<file path="config.mk">
export PLATFORM = sky130hd
export DESIGN_NAME = seq_pattern_tx
export DESIGN_NICKNAME = d
export VERILOG_FILES = /design/src/rtl/seq_tx_pkg.sv /design/src/rtl/seq_tx_shift.sv /design/src/rtl/seq_pattern_tx.sv
export SDC_FILE = /design/constraint.sdc
export NUM_CORES = 1
export LEC_CHECK = 0
export ABC_AREA = 1
export CAP_MARGIN = 30
export CORE_MARGIN = 2
export CORE_UTILIZATION = 49
export CTS_CLUSTER_DIAMETER = 120
export CTS_CLUSTER_SIZE = 16
export DETAILED_ROUTE_END_ITERATION = 16
export GPL_TIMING_DRIVEN = 0
export PLACE_DENSITY = 0.77
export SLEW_MARGIN = 10
export SYNTH_ARGS = -nofsm -noshare
export SYNTH_HDL_FRONTEND = slang
export SYNTH_SLANG_ARGS = --single-unit
</file>
<file path="constraint.sdc">
create_clock -name CLK -period 1.45 [get_ports CLK]
set_input_delay 0.29 -clock CLK [delete_from_list [all_inputs] [get_ports CLK]]
set_output_delay 0.29 -clock CLK [all_outputs]
set_load 0.005 [all_outputs]
</file>
<file path="src/rtl/seq_tx_pkg.sv">
// rtl/seq_tx_pkg.sv - shared constants and state encoding for the serial pattern transmitter
package seq_tx_pkg;

    localparam int DEF_PAT_W = 5;
    localparam int DEF_CNT_W = 4;
    localparam int DEF_GAP_W = 4;

    // Sequence flagged by the 5-state detector
    localparam logic [DEF_PAT_W-1:0] DEF_PATTERN = 5'b10011;

    typedef enum logic [1:0] {
        ST_IDLE = 2'b00,
        ST_SEND = 2'b01,
        ST_GAP  = 2'b10,
        ST_FIN  = 2'b11
    } state_t;

endpackage

</file>
<file path="src/rtl/seq_tx_shift.sv">
// rtl/seq_tx_shift.sv - load/shift-left pattern register with bit-index down counter
module seq_tx_shift #(
    parameter int PAT_W = 5
) (
    input  logic             CLK,
    input  logic             RST,
    input  logic             load,
    input  logic             shift,
    input  logic [PAT_W-1:0] pattern,
    output logic             msb,
    output logic             last_bit
);

    localparam int IDX_W = (PAT_W > 2) ? $clog2(PAT_W) : 1;

    logic [PAT_W-1:0] sh_q;
    logic [IDX_W-1:0] idx_q;

    // Shifting in zeros means the register is all-zero once a copy has fully
    // drained, so msb doubles as the idle-low serial output.
    always_ff @(posedge CLK or posedge RST) begin
        if (RST) begin
            sh_q  <= '0;
            idx_q <= '0;
        end else if (load) begin
            sh_q  <= pattern;
            idx_q <= IDX_W'(PAT_W - 1);
        end else if (shift) begin
            sh_q <= {sh_q[PAT_W-2:0], 1'b0};
            if (idx_q != '0)
                idx_q <= idx_q - 1'b1;
        end
    end

    assign msb      = sh_q[PAT_W-1];
    assign last_bit = (idx_q == '0);

endmodule

</file>
<file path="src/rtl/seq_pattern_tx.sv">
// rtl/seq_pattern_tx.sv - serial pattern transmitter with repeat count and inter-copy gap
module seq_pattern_tx
    import seq_tx_pkg::*;
#(
    parameter int               PAT_W   = DEF_PAT_W,
    parameter logic [PAT_W-1:0] DEF_PAT = DEF_PATTERN,
    parameter int               CNT_W   = DEF_CNT_W,
    parameter int               GAP_W   = DEF_GAP_W
) (
    input  logic             CLK,
    input  logic             RST,
    input  logic             START,
    input  logic [PAT_W-1:0] PATTERN,
    input  logic [CNT_W-1:0] REPEAT,
    input  logic [GAP_W-1:0] GAP,
    output logic             DOUT,
    output logic             DVALID,
    output logic             FRAME_START,
    output logic             BUSY,
    output logic             DONE
);

    state_t           state_q, state_d;
    logic [PAT_W-1:0] pat_q, pat_d;
    logic [GAP_W-1:0] gap_q, gap_d;
    logic [CNT_W-1:0] copy_q, copy_d;
    logic [GAP_W-1:0] gcnt_q, gcnt_d;
    logic             dvalid_q, dvalid_d;
    logic             fs_q, fs_d;
    logic             busy_q, busy_d;
    logic             done_q, done_d;

    logic             sh_load, sh_shift;
    logic [PAT_W-1:0] sh_pattern;
    logic             sh_msb, sh_last;

    seq_tx_shift #(.PAT_W(PAT_W)) u_shift (
        .CLK      (CLK),
        .RST      (RST),
        .load     (sh_load),
        .shift    (sh_shift),
        .pattern  (sh_pattern),
        .msb      (sh_msb),
        .last_bit (sh_last)
    );

    always_ff @(posedge CLK or posedge RST) begin
        if (RST) begin
            state_q  <= ST_IDLE;
            pat_q    <= '0;
            gap_q    <= '0;
            copy_q   <= '0;
            gcnt_q   <= '0;
            dvalid_q <= 1'b0;
            fs_q     <= 1'b0;
            busy_q   <= 1'b0;
            done_q   <= 1'b0;
        end else begin
            state_q  <= state_d;
            pat_q    <= pat_d;
            gap_q    <= gap_d;
            copy_q   <= copy_d;
            gcnt_q   <= gcnt_d;
            dvalid_q <= dvalid_d;
            fs_q     <= fs_d;
            busy_q   <= busy_d;
            done_q   <= done_d;
        end
    end

    // Output flags are computed for the cycle being entered, so every output is a flop.
    always_comb begin
        state_d    = state_q;
        pat_d      = pat_q;
        gap_d      = gap_q;
        copy_d     = copy_q;
        gcnt_d     = gcnt_q;
        sh_load    = 1'b0;
        sh_shift   = 1'b0;
        sh_pattern = pat_q;
        dvalid_d   = 1'b0;
        fs_d       = 1'b0;
        busy_d     = 1'b0;
        done_d     = 1'b0;

        case (state_q)
            ST_IDLE: begin
                if (START) begin
                    pat_d      = (PATTERN == '0) ? DEF_PAT : PATTERN;
                    gap_d      = GAP;
                    copy_d     = REPEAT;
                    sh_pattern = pat_d;
                    sh_load    = 1'b1;
                    state_d    = ST_SEND;
                    dvalid_d   = 1'b1;
                    fs_d       = 1'b1;
                    busy_d     = 1'b1;
                end
            end
            ST_SEND: begin
                if (!sh_last) begin
                    sh_shift = 1'b1;
                    dvalid_d = 1'b1;
                    busy_d   = 1'b1;
                end else if (copy_q != '0) begin
                    copy_d = copy_q - 1'b1;
                    busy_d = 1'b1;
                    if (gap_q == '0) begin
                        sh_load  = 1'b1;
                        dvalid_d = 1'b1;
                        fs_d     = 1'b1;
                    end else begin
                        sh_shift = 1'b1;
                        gcnt_d   = gap_q;
                        state_d  = ST_GAP;
                    end
                end else begin
                    sh_shift = 1'b1;
                    done_d   = 1'b1;
                    state_d  = ST_FIN;
                end
            end
            ST_GAP: begin
                busy_d = 1'b1;
                gcnt_d = gcnt_q - 1'b1;
                if (gcnt_q == GAP_W'(1)) begin
                    sh_load  = 1'b1;
                    dvalid_d = 1'b1;
                    fs_d     = 1'b1;
                    state_d  = ST_SEND;
                end
            end
            ST_FIN: begin
                state_d = ST_IDLE;
            end
            default: begin
                state_d = ST_IDLE;
            end
        endcase
    end

    assign DOUT        = sh_msb;
    assign DVALID      = dvalid_q;
    assign FRAME_START = fs_q;
    assign BUSY        = busy_q;
    assign DONE        = done_q;

endmodule

</file>
### Yosys cells after proc, flatten, opt, wreduce, memory -nomap -nowiden

Index checks and enable logic that the tools add are counted.

* add/subtract/negate cells: 3
* eq/ne operators: 10
* muxes and demuxes: 40
* reductions and logical operators: 15

Operators with widths (number)
* $mux W5: 5
* $mux W4: 6
* $pmux W4 S2: 2
* $mux W1: 15
* $reduce_and A4 Y1: 3
* $mux W2: 5
* $ne A2 B2 Y1 const B: 5
* $mux W3: 3
* $pmux W1 S3: 3
* $pmux W2 S4: 1
* $reduce_bool A2 Y1: 4
* $sub A4 B1 Y4 const B: 2
* $logic_not A5 Y1: 1
* $eq A2 B2 Y1 const B: 2
* $eq A4 B1 Y1 const B: 1
* $logic_not A4 Y1: 1
* $reduce_and A2 Y1: 2
* $reduce_bool A4 Y1: 1
* $logic_not A3 Y1: 1
* $ne A3 B3 Y1 const B: 1
* $reduce_bool A3 Y1: 1
* $sub A3 B1 Y3 const B: 1
* $eq A2 B1 Y1 const B: 1
* $logic_not A2 Y1: 1

* flip-flop bits (word level): 31
* input bits: 16
* output and inout port bits: 5
* logic and storage cells: 79

### Logic depth before layout (Yosys ltp)

Gate-level depths: netlist of the first run.

* word-level depth: 7
* mapped depth: 10
* gate-level depth less buffers: 10

### Modules after synthesis

From an unflattened synthesis of the first run, not the netlist that was laid out.

* cells, all modules: 217
* area, all modules: 1650.3 µm²

By module, submodules not included
* seq_pattern_tx: instances 1, cells each 163, area an instance 1219.9 µm², sequential area each 575.6 µm²
* seq_tx_shift: instances 1, cells each 54, area an instance 430.4 µm², sequential area each 200.2 µm²

### Worst setup path after synthesis of the first run

No wires, ideal clock.

* path type: flip-flop to flip-flop
* start: reg u_shift.idx_q[0]
* end: reg copy_q[3]
* setup time: 65 ps
* data arrival time: 1328 ps
* data required time: 1385 ps
* path slack: 56 ps
* cell stages (with the launch flop): 11
* buffers on the path: 0
* period minus slack after synthesis: 1394 ps
* path through: dfrtp_1 -> inv_1 -> ha_1 -> inv_1 -> nor2_1 -> nor2_1 -> a21oi_1 -> inv_1 -> nor2_4 -> o211ai_1 -> nand2_1

* word-level cells in the longest chain between the ends: 3

Ends and longest elaborated chain
* start: declaration: RTL line seq_tx_shift.sv:17 `logic [IDX_W-1:0] idx_q;`
* start signal: assignment: RTL line seq_tx_shift.sv:27 `idx_q <= IDX_W'(PAT_W - 1);`
* start signal: assignment: RTL line seq_tx_shift.sv:31 `idx_q <= idx_q - 1'b1;`
* $logic_not A3 Y1: RTL line seq_tx_shift.sv:36 `assign last_bit = (idx_q == '0);`
* $ne A2 B2 Y1 (no line)
* $reduce_and A4 Y1 (no line)
* end signal: assignment: RTL line seq_pattern_tx.sv:62 `copy_q <= copy_d;`
* end: declaration: RTL line seq_pattern_tx.sv:26 `logic [CNT_W-1:0] copy_q, copy_d;`

No other way between the ends.
A chain may end at the register's enable or synchronous reset.

### Final worst setup path of the first run

* start: reg state_q[1]
* end: reg gcnt_q[2]

* word-level cells in the longest chain between the ends: 3
* elaborated cells on any way between the ends: 8
* those cells by class: 5 x eq/ne; 1 x mux; 2 x reduce/logical

Ends and longest elaborated chain
* start: declaration: RTL line seq_pattern_tx.sv:23 `state_t state_q, state_d;`
* start signal: assignment: RTL line seq_pattern_tx.sv:59 `state_q <= state_d;`
* $eq A2 B1 Y1 or $eq A2 B2 Y1 (tied branches): RTL line seq_pattern_tx.sv:86 `case (state_q)`
* $ne A2 B2 Y1 (no line) or $reduce_bool A2 Y1 (tied branches)
* $reduce_and A4 Y1 (no line)
* end signal: assignment: RTL line seq_pattern_tx.sv:63 `gcnt_q <= gcnt_d;`
* end: declaration: RTL line seq_pattern_tx.sv:27 `logic [GAP_W-1:0] gcnt_q, gcnt_d;`

Parallel ways exist; a longest one is shown, timed or not.

==> impl_summary.txt, run 1 <==
----------------------------------------------------
[Yosys]
  Most used flip-flop cell after synthesis ... sky130_fd_sc_hd__dfrtp_1
  Cell accounting for the most synthesized area ... sky130_fd_sc_hd__dfrtp_1
  Most area-consuming cells after synthesis ... sky130_fd_sc_hd__dfrtp_1 (47%), sky130_fd_sc_hd__nand2_1 (12%), sky130_fd_sc_hd__inv_1 (5.2%)
  Top cells by count, synth ... sky130_fd_sc_hd__nand2_1 (53), sky130_fd_sc_hd__dfrtp_1 (31), sky130_fd_sc_hd__inv_1 (23), sky130_fd_sc_hd__nor2_1 (23), sky130_fd_sc_hd__o21ai_0 (16)
  Unique masters post-synth ... 25
  Number of enable-type register cells in the synthesized netlist ... 0
  Post-synthesis async set-or-reset flop share ... 100.0%
  Post-synth design cell area ... about 1600 sq um
  Post-synth net total ... 229
  Post-Syn Instances ... approximately 210
  Most frequently used cell type in the post-synthesis netlist ... sky130_fd_sc_hd__nand2_1
  Register area share after synthesis ... a little under half
  Fraction of synthesized cell area taken by the top area cell type ... between 40% and 50%
  Number of synthesized register bits ... 31
  Warnings from Yosys ... 0
  Post-synthesis area per instance ... roughly 8 sq um

[Global routing]
  Total congestion overflow ... 0
  Number of antenna violations at the first check in global routing ... 0
  Combined global-route utilization of all metal layers ... between 10% and 20%
  First-pass GRT wire length ... 5.237 mm
  Vias in the first global route ... roughly 1200
  Largest net degree at the start of global routing ... 22

[STA]
  Crit share post-route ... 97.97%
  # setup viols final ... 0
  Final worst clock skew ... 0.01359 ns
  Headroom to the max-slew limit ... 66.52%
  Max frequency ... 0.7039 GHz
  Max-slew violation count ... 0
  Worst slack on hold paths ... around 0.28 ns
  Hold Fails Final Rpt ... 0
  Unrepaired setup endpoints after global routing ... yes
  Actual transition at the worst max-transition pin ... 0.5016 ns
  Clock period minus final worst setup slack ... around 1.4 ns

[Clock tree]
  Max clock buf depth ... 2
  H-tree Lvls ... 2
  Clk slew on worst S/H paths ... 0.09 ns
  Count of clock tree sinks ... 31
  Clock latency reported for the late side of the worst-skew pair ... approximately 0.34 ns
  Clk Tree Root Cell ... sky130_fd_sc_hd__clkbuf_4
  TritonCTS clock tree ... yes
  CTS hold repair buffers ... 0
  TritonCTS Buffers ... 5

[Min path]
  Worst hold path type ... in2async

[Layout]
  Area added between synthesis and finish ... 36.14%
  Fraction of layout cells with a size suffix above 1 ... approximately 27%
  Fill cell total of the finished layout ... between 200 and 300
  Diodes inserted ... 0
  Count of nets after finishing ... 269

[Setup path]
  Largest driver fanout on the critical path ... 6
  Launch point of the critical path ... state_q[1]
  Critical register-to-register path endpoint ... gcnt_q[2]
  Depth of the worst register-to-register path ... 10
  Minimum setup slack among reg-to-reg paths ... around 0.029 ns
  Crit path cell chain ... inv_2, nand2_4, buf_6, inv_4, nand2_2, nand2_2, nand3_2, inv_4, nand2_1, o21ai_1
  Critical-path cell with the highest stage delay ... sky130_fd_sc_hd__dfrtp_2
  Worst Setup Path Type ... reg2reg
  Worst Path Required ... around 1.7 ns
  Origin of the critical flop-to-flop path ... state_q[1]
  Crit path capture type ... flip-flop
  Startpoint class of the critical path ... flip-flop
  Slowest cell delay on critical path ... approximately 0.47 ns
  Critical path data arrival time ... 1.68 ns

[Power and ir drop]
  Power density normalized to cell area ... around 2300 nW/um^2
  Overall power consumption ... 5178 uW
  Worst vdd rail ir drop ... approximately 1000 uV
  Leakage ... around 0.0011 uW

[Die]
  Count of pins on the block boundary ... 21
  Effective utilization at floorplan ... 50.17%
  Core area ... about 3300 sq um
  Die footprint ... 3843 sq um
  Die boundary height ... 61.99 microns
  # rows ... 21
  Die Span X ... ~62 microns

[Detailed routing]
  Post-detailed-route wirelength per cell ... approximately 12 microns
  Violation count after the first detailed-routing iteration ... 33
  Count of vias placed by the detailed router ... ~1400
  DRC violations left ... 0
  Total iterations of the first detailed-routing run ... 4
  Remaining antenna violation count ... 0
  Number of vias per cell ... around 4.9
  DRT Wirelength ... between 3 and 4 mm

[Placement]
  Placer congestion estimate ... approximately 0.8
  Number of buffers added on ports ... 20
  Final HPWL from detailed placement ... around 2.3 mm

[Run status]
  Outcome ... completed

[Flow run]
  MaxCap Viol Count ... 0

----------------------------------------------------
-- power by group --
| part | internal [uW] | switching (uW) | total [uW] |
|---|---|---|---|
| clock | 407 | 307 | 714 |
| sequential | 1280 | 247 | 1530 |
| combinational | 1220 | 1720 | 2940 |
-- stage by stage --
step / instance area, sq um / worst slack (ns) / TNS, ns / cells / util (%)
after floorplan: 1648 / 0.05637 / 0 / 208 / -
after global placement: 1906 / -0.2551 / -10.63 / 274 / 58.02
after detailed placement: 1933 / -0.2349 / -2.973 / 275 / 58.86
after CTS: 2107 / -0.01084 / -0.01084 / 288 / 64.15
after global routing: 2243 / -0.07725 / -0.5919 / 295 / 68.30
final: 2243 / 0.02943 / 0 / 295 / 68.30
-- cell families after synthesis --
kind of cell,share of synthesized area (%)
AO/OA/AOI/OAI,11.01
XOR/XNOR,1.595
adder cells (fa/ha/maj),3.797
buffers and inverters,8.352
flip-flops,47.08
AND/OR/NAND/NOR,28.17
-- critical path: cells and delay by family (launching register included) --
kind | cells | cell delay (ns)
flip-flops | 1 | 0.47
AO/OA/AOI/OAI | 1 | 0.07
AND/OR/NAND/NOR | 5 | 0.39
buffers and inverters | 4 | 0.41
-- registers in the layout, indices dropped and copies added, names as in the netlist --
name	count
copy_q	4
FRAME_START	1
gcnt_q	4
BUSY	1
DONE	1
u_shift.sh_q	5
u_shift.idx_q	3
pat_q	5
state_q	2
DVALID	1
gap_q	4
-- what timing repair did --
item | in CTS | in global routing
buffers inserted | 5 | 6
endpoints found under the setup margin | 19 | 20
gates resized for setup | 21 | 23
gates cloned | 0 | 1
pin swaps | 5 | 9
-- area by class of cell --
type,count,area (sq um),area share [%]
tap,46,57.56,2.566
timing repair buffer,32,311.5,13.89
inverter,30,120.1,5.354
sequential,31,778.2,34.69
multi-input combinational,146,867.1,38.65
buffer,2,22.52,1.004
clock buffer,6,51.30,2.287
clock inverter,2,35.03,1.562
-- how the worst max path moves through the flow --
stage,end,depth (start not counted)
CTS,copy_q[3],10
floorplan,copy_q[3],10
global route,copy_q[3],10
detailed placement,u_shift.sh_q[0],9
finish,gcnt_q[2],10
global placement,copy_q[1],2
-- routing by layer --
metal | part of all wire [%] | wire length [microns] | vias to the layer above | GRT usage [%]
met4 | 2.2 | 78 | 0 | 8.511
li1 | - | - | 737 | -
met1 | 43 | 1523 | 678 | 24.08
met3 | 3.7 | 132 | 7 | 7.039
met2 | 51 | 1834 | 26 | 29.91
met5 | 0 | 0 | - | 0
-- layout by cell type (no fill, tap or decap) --
cell / instances
sky130_fd_sc_hd__o21ai_0: 15
sky130_fd_sc_hd__nand3_4: 2
sky130_fd_sc_hd__clkbuf_4: 5
sky130_fd_sc_hd__nand2_2: 4
sky130_fd_sc_hd__buf_6: 2
sky130_fd_sc_hd__a21oi_2: 2
sky130_fd_sc_hd__ha_4: 3
sky130_fd_sc_hd__inv_4: 3
sky130_fd_sc_hd__dfrtp_1: 29
sky130_fd_sc_hd__and2_1: 1
sky130_fd_sc_hd__ha_1: 2
sky130_fd_sc_hd__clkinv_2: 1
sky130_fd_sc_hd__o31ai_1: 1
sky130_fd_sc_hd__nand2_4: 6
sky130_fd_sc_hd__o2111ai_1: 1
sky130_fd_sc_hd__buf_4: 11
sky130_fd_sc_hd__dlymetal6s2s_1: 2
sky130_fd_sc_hd__nor2_4: 5
sky130_fd_sc_hd__nor2_2: 2
sky130_fd_sc_hd__buf_16: 1
sky130_fd_sc_hd__o21ai_1: 5
sky130_fd_sc_hd__clkdlybuf4s50_1: 15
sky130_fd_sc_hd__nand3_2: 3
sky130_fd_sc_hd__nand2_1: 50
sky130_fd_sc_hd__clkbuf_8: 1
sky130_fd_sc_hd__a21oi_1: 7
sky130_fd_sc_hd__xnor2_1: 1
sky130_fd_sc_hd__o21ai_2: 1
sky130_fd_sc_hd__dfrtp_2: 2
sky130_fd_sc_hd__nor2_1: 20
sky130_fd_sc_hd__nand3_1: 12
sky130_fd_sc_hd__bufinv_16: 1
sky130_fd_sc_hd__o211ai_1: 1
sky130_fd_sc_hd__inv_1: 15
sky130_fd_sc_hd__dlygate4sd2_1: 3
sky130_fd_sc_hd__inv_2: 12
sky130_fd_sc_hd__xor2_1: 2
Power figures use the tool's default switching activity.
==> run 2: changes to the inputs <==
CORE_UTILIZATION = 54   (was 49)
MAX_ROUTING_LAYER = met4   (was not set)
PLACE_DENSITY = 0.8   (was 0.77)
clock period = 1.5 ns   (was 1.45 ns; I/O delays follow)
==> run 2 against run 1 <==
Against the previous run: non-clock buffer count down 4; sequential share of layout area up 1.9 points; power down 10%.
==> impl_summary.txt, run 2 (synthesis results as in run 1) <==
----------------------------------------------------
[Power and ir drop]
  Leakage ... 0.001064 uW (-6.5%)
  Overall power consumption ... 4645 uW (-10%)
  Power density normalized to cell area ... 2185 nW/um^2 (-5.3%)
  Worst vdd rail ir drop ... 1086 uV (+8.8%)

[Layout]
  Count of nets after finishing ... 265 (-1.5%)
  Commonest non-fill, non-tap cell in the layout ... sky130_fd_sc_hd__nand2_1
  Total area of multi-input combinational cells ... 832.0 sq um (-4.0%)
  Post-route cell area ... 2126 sq um (-5.2%)
  Biggest regs ... pat_q (5), u_shift.sh_q (5)
  Final cell count without fillers ... 278 (-5.8%)
  Area added between synthesis and finish ... 29.01%
  Fill cell total of the finished layout ... 223 (-13%)
  Fraction of layout cells with a size suffix above 1 ... 23.67% (-3.2 points)
  Most used cells in the layout excluding fill and tap cells ... sky130_fd_sc_hd__nand2_1 (52), sky130_fd_sc_hd__dfrtp_1 (30), sky130_fd_sc_hd__nor2_1 (20)
  Reg area ... 777.0 sq um (-0.16%)
  Diodes inserted ... 0 (unchanged)

[Clock tree]
  Clk Tree Root Cell ... sky130_fd_sc_hd__clkbuf_4
  H-tree Lvls ... 2 (unchanged)
  Clock latency reported for the late side of the worst-skew pair ... 0.34 ns (about the same)
  Clk slew on worst S/H paths ... 0.09 ns (about the same)
  TritonCTS Buffers ... 5 (unchanged)
  Count of clock tree sinks ... 31 (unchanged)
  CTS hold repair buffers ... 0 (unchanged)
  Max clock buf depth ... 2 (unchanged)
  TritonCTS clock tree ... yes

[Die]
  Core area ... 2978 sq um (-9.3%)
  # rows ... 20 (-4.8%)
  Effective utilization at floorplan ... 55.34% (+5.2 points)
  Count of pins on the block boundary ... 21 (unchanged)
  Die footprint ... 3509 sq um (-8.7%)
  Die boundary height ... 59.24 microns (-4.4%)
  Die Span X ... 59.24 microns (-4.4%)

[STA]
  Actual transition at the worst max-transition pin ... 0.5683 ns (+0.06668 ns)
  Max-slew violation count ... 0 (unchanged)
  Worst slack on hold paths ... 0.3100 ns (+0.03405 ns)
  Max frequency ... 0.6808 GHz
  Unrepaired setup endpoints after global routing ... yes
  # setup viols final ... 0 (unchanged)
  Crit share post-route ... slightly below 100%
  Final worst slack ... 0.03106 ns (+0.001627 ns)
  Final worst clock skew ... 0.009683 ns (-0.003910 ns)
  Clock period minus final worst setup slack ... between 1 and 1.5 ns
  Hold Fails Final Rpt ... 0 (unchanged)
  Headroom to the max-slew limit ... 62.07% (-4.5 points)

[Setup path]
  Worst Path Required ... 1.20 ns (-0.51 ns)
  Slowest cell delay on critical path ... 0.49 ns (+0.02 ns)
  Worst Setup Path Type ... reg2out
  Largest driver fanout on the critical path ... 1 (-5)
  Critical-path cell with the highest stage delay ... sky130_fd_sc_hd__clkdlybuf4s50_1
  Depth of the worst register-to-register path ... 10 (unchanged)
  Origin of the critical flop-to-flop path ... state_q[1]
  Cell family with the largest share of critical-path delay ... buffers and inverters
  Critical path depth in cells ... 1 (-9)
  Crit path cell chain ... clkdlybuf4s50_1
  Crit path capture type ... output pin
  Critical path data arrival time ... 1.17 ns (-0.51 ns)
  Number of buffers and inverters on the critical path ... 1 (-3)
  Launch point of the critical path ... FRAME_START
  Startpoint class of the critical path ... flip-flop

[Placement]
  Worst setup slack before clock tree synthesis ... -0.2109 ns (+0.02403 ns)
  Cell area after placement ... 1917 sq um (-0.84%)
  Final HPWL from detailed placement ... 2.321 mm (+1.5%)
  Number of buffers added on ports ... 20 (unchanged)
  Placed instance count ... 262 (-4.7%)
  Placer congestion estimate ... 0.8129 (+1.5%)

[Global routing]
  Number of antenna violations at the first check in global routing ... 0 (unchanged)
  Total congestion overflow ... 0 (unchanged)
  Largest net degree at the start of global routing ... 20 (-9.1%)
  Combined global-route utilization of all metal layers ... 21.12% (+1.8 points)
  Vias in the first global route ... 1251 (+2.5%)
  First-pass GRT wire length ... 5.333 mm (+1.8%)

[Detailed routing]
  Total iterations of the first detailed-routing run ... 4 (unchanged)
  Count of vias placed by the detailed router ... 1409 (-2.7%)
  Post-detailed-route wirelength per cell ... 12.53 microns (+3.6%)
  DRT Wirelength ... 3.482 mm (-2.4%)
  DRC violations left ... 0 (unchanged)
  Remaining antenna violation count ... 0 (unchanged)
  Number of vias per cell ... 5.068 (+3.3%)
  Violation count after the first detailed-routing iteration ... 51 (+55%)

[Run status]
  Outcome ... completed

[Min path]
  Worst hold path type ... in2async

[Flow run]
  MaxCap Viol Count ... 0 (unchanged)

----------------------------------------------------
==> run 2: what timing repair did <==
action                                  CTS  global route
gates resized for setup                   9            24
pin swaps                                 1             9
setup buffers                             1             6
gates cloned                              0             1
endpoints found under the setup margin   13            16
==> run 2: path summary, 6_finish.rpt <==
kind / end / slack, ns
worst max-delay path: FRAME_START / 0.03
worst min register to register: pat_q[2] / 0.49
min in group CLK: pat_q[2] / 0.49
worst max register to register: gcnt_q[1] / 0.04
max in group asynchronous: DONE / 0.70
worst min-delay path: copy_q[3] / 0.31
==> run 2: per-layer routing <==
metal / track usage [%] / wire (microns)
met4: 8.766 / 78
met3: 6.332 / 123
met1: 26.28 / 1579
met5: - / 0
met2: 32.03 / 1701
==> run 2: cell type report <==
| class | count | share of cell area, % |
|---|---|---|
| tap | 33 | 1.942 |
| buffer | 2 | 1.059 |
| clock buffer | 7 | 2.119 |
| multi-input combinational | 146 | 39.14 |
| inverter | 30 | 5.650 |
| clock inverter | 1 | 0.2354 |
| timing repair buffer | 28 | 13.30 |
| sequential | 31 | 36.55 |
==> run 2: metrics by stage <==
step                utilization, %  setup TNS, ns
floorplan                        -              0
global placement             63.45         -8.594
detailed placement           64.37         -2.320
CTS                          67.18              0
global route                 71.39        -0.2865
finish                       71.39              0
==> run 2: worst reg2reg max path, cell delays in order (launching register included) <==
cell and delay, ns:
sky130_fd_sc_hd__dfrtp_2 0.46, sky130_fd_sc_hd__inv_2 0.08, sky130_fd_sc_hd__nand2_2 0.09, sky130_fd_sc_hd__buf_6 0.15, sky130_fd_sc_hd__inv_4 0.07, sky130_fd_sc_hd__nand2_1 0.09, sky130_fd_sc_hd__nand2_1 0.09, sky130_fd_sc_hd__nand3_2 0.12
sky130_fd_sc_hd__inv_4 0.11, sky130_fd_sc_hd__nand2_1 0.07, sky130_fd_sc_hd__o21ai_2 0.06
==> run 2: where the power goes <==
group / internal (uW) / switching [uW]
Combinational: 1100 / 1620
Sequential: 1230 / 227
Clock: 182 / 281
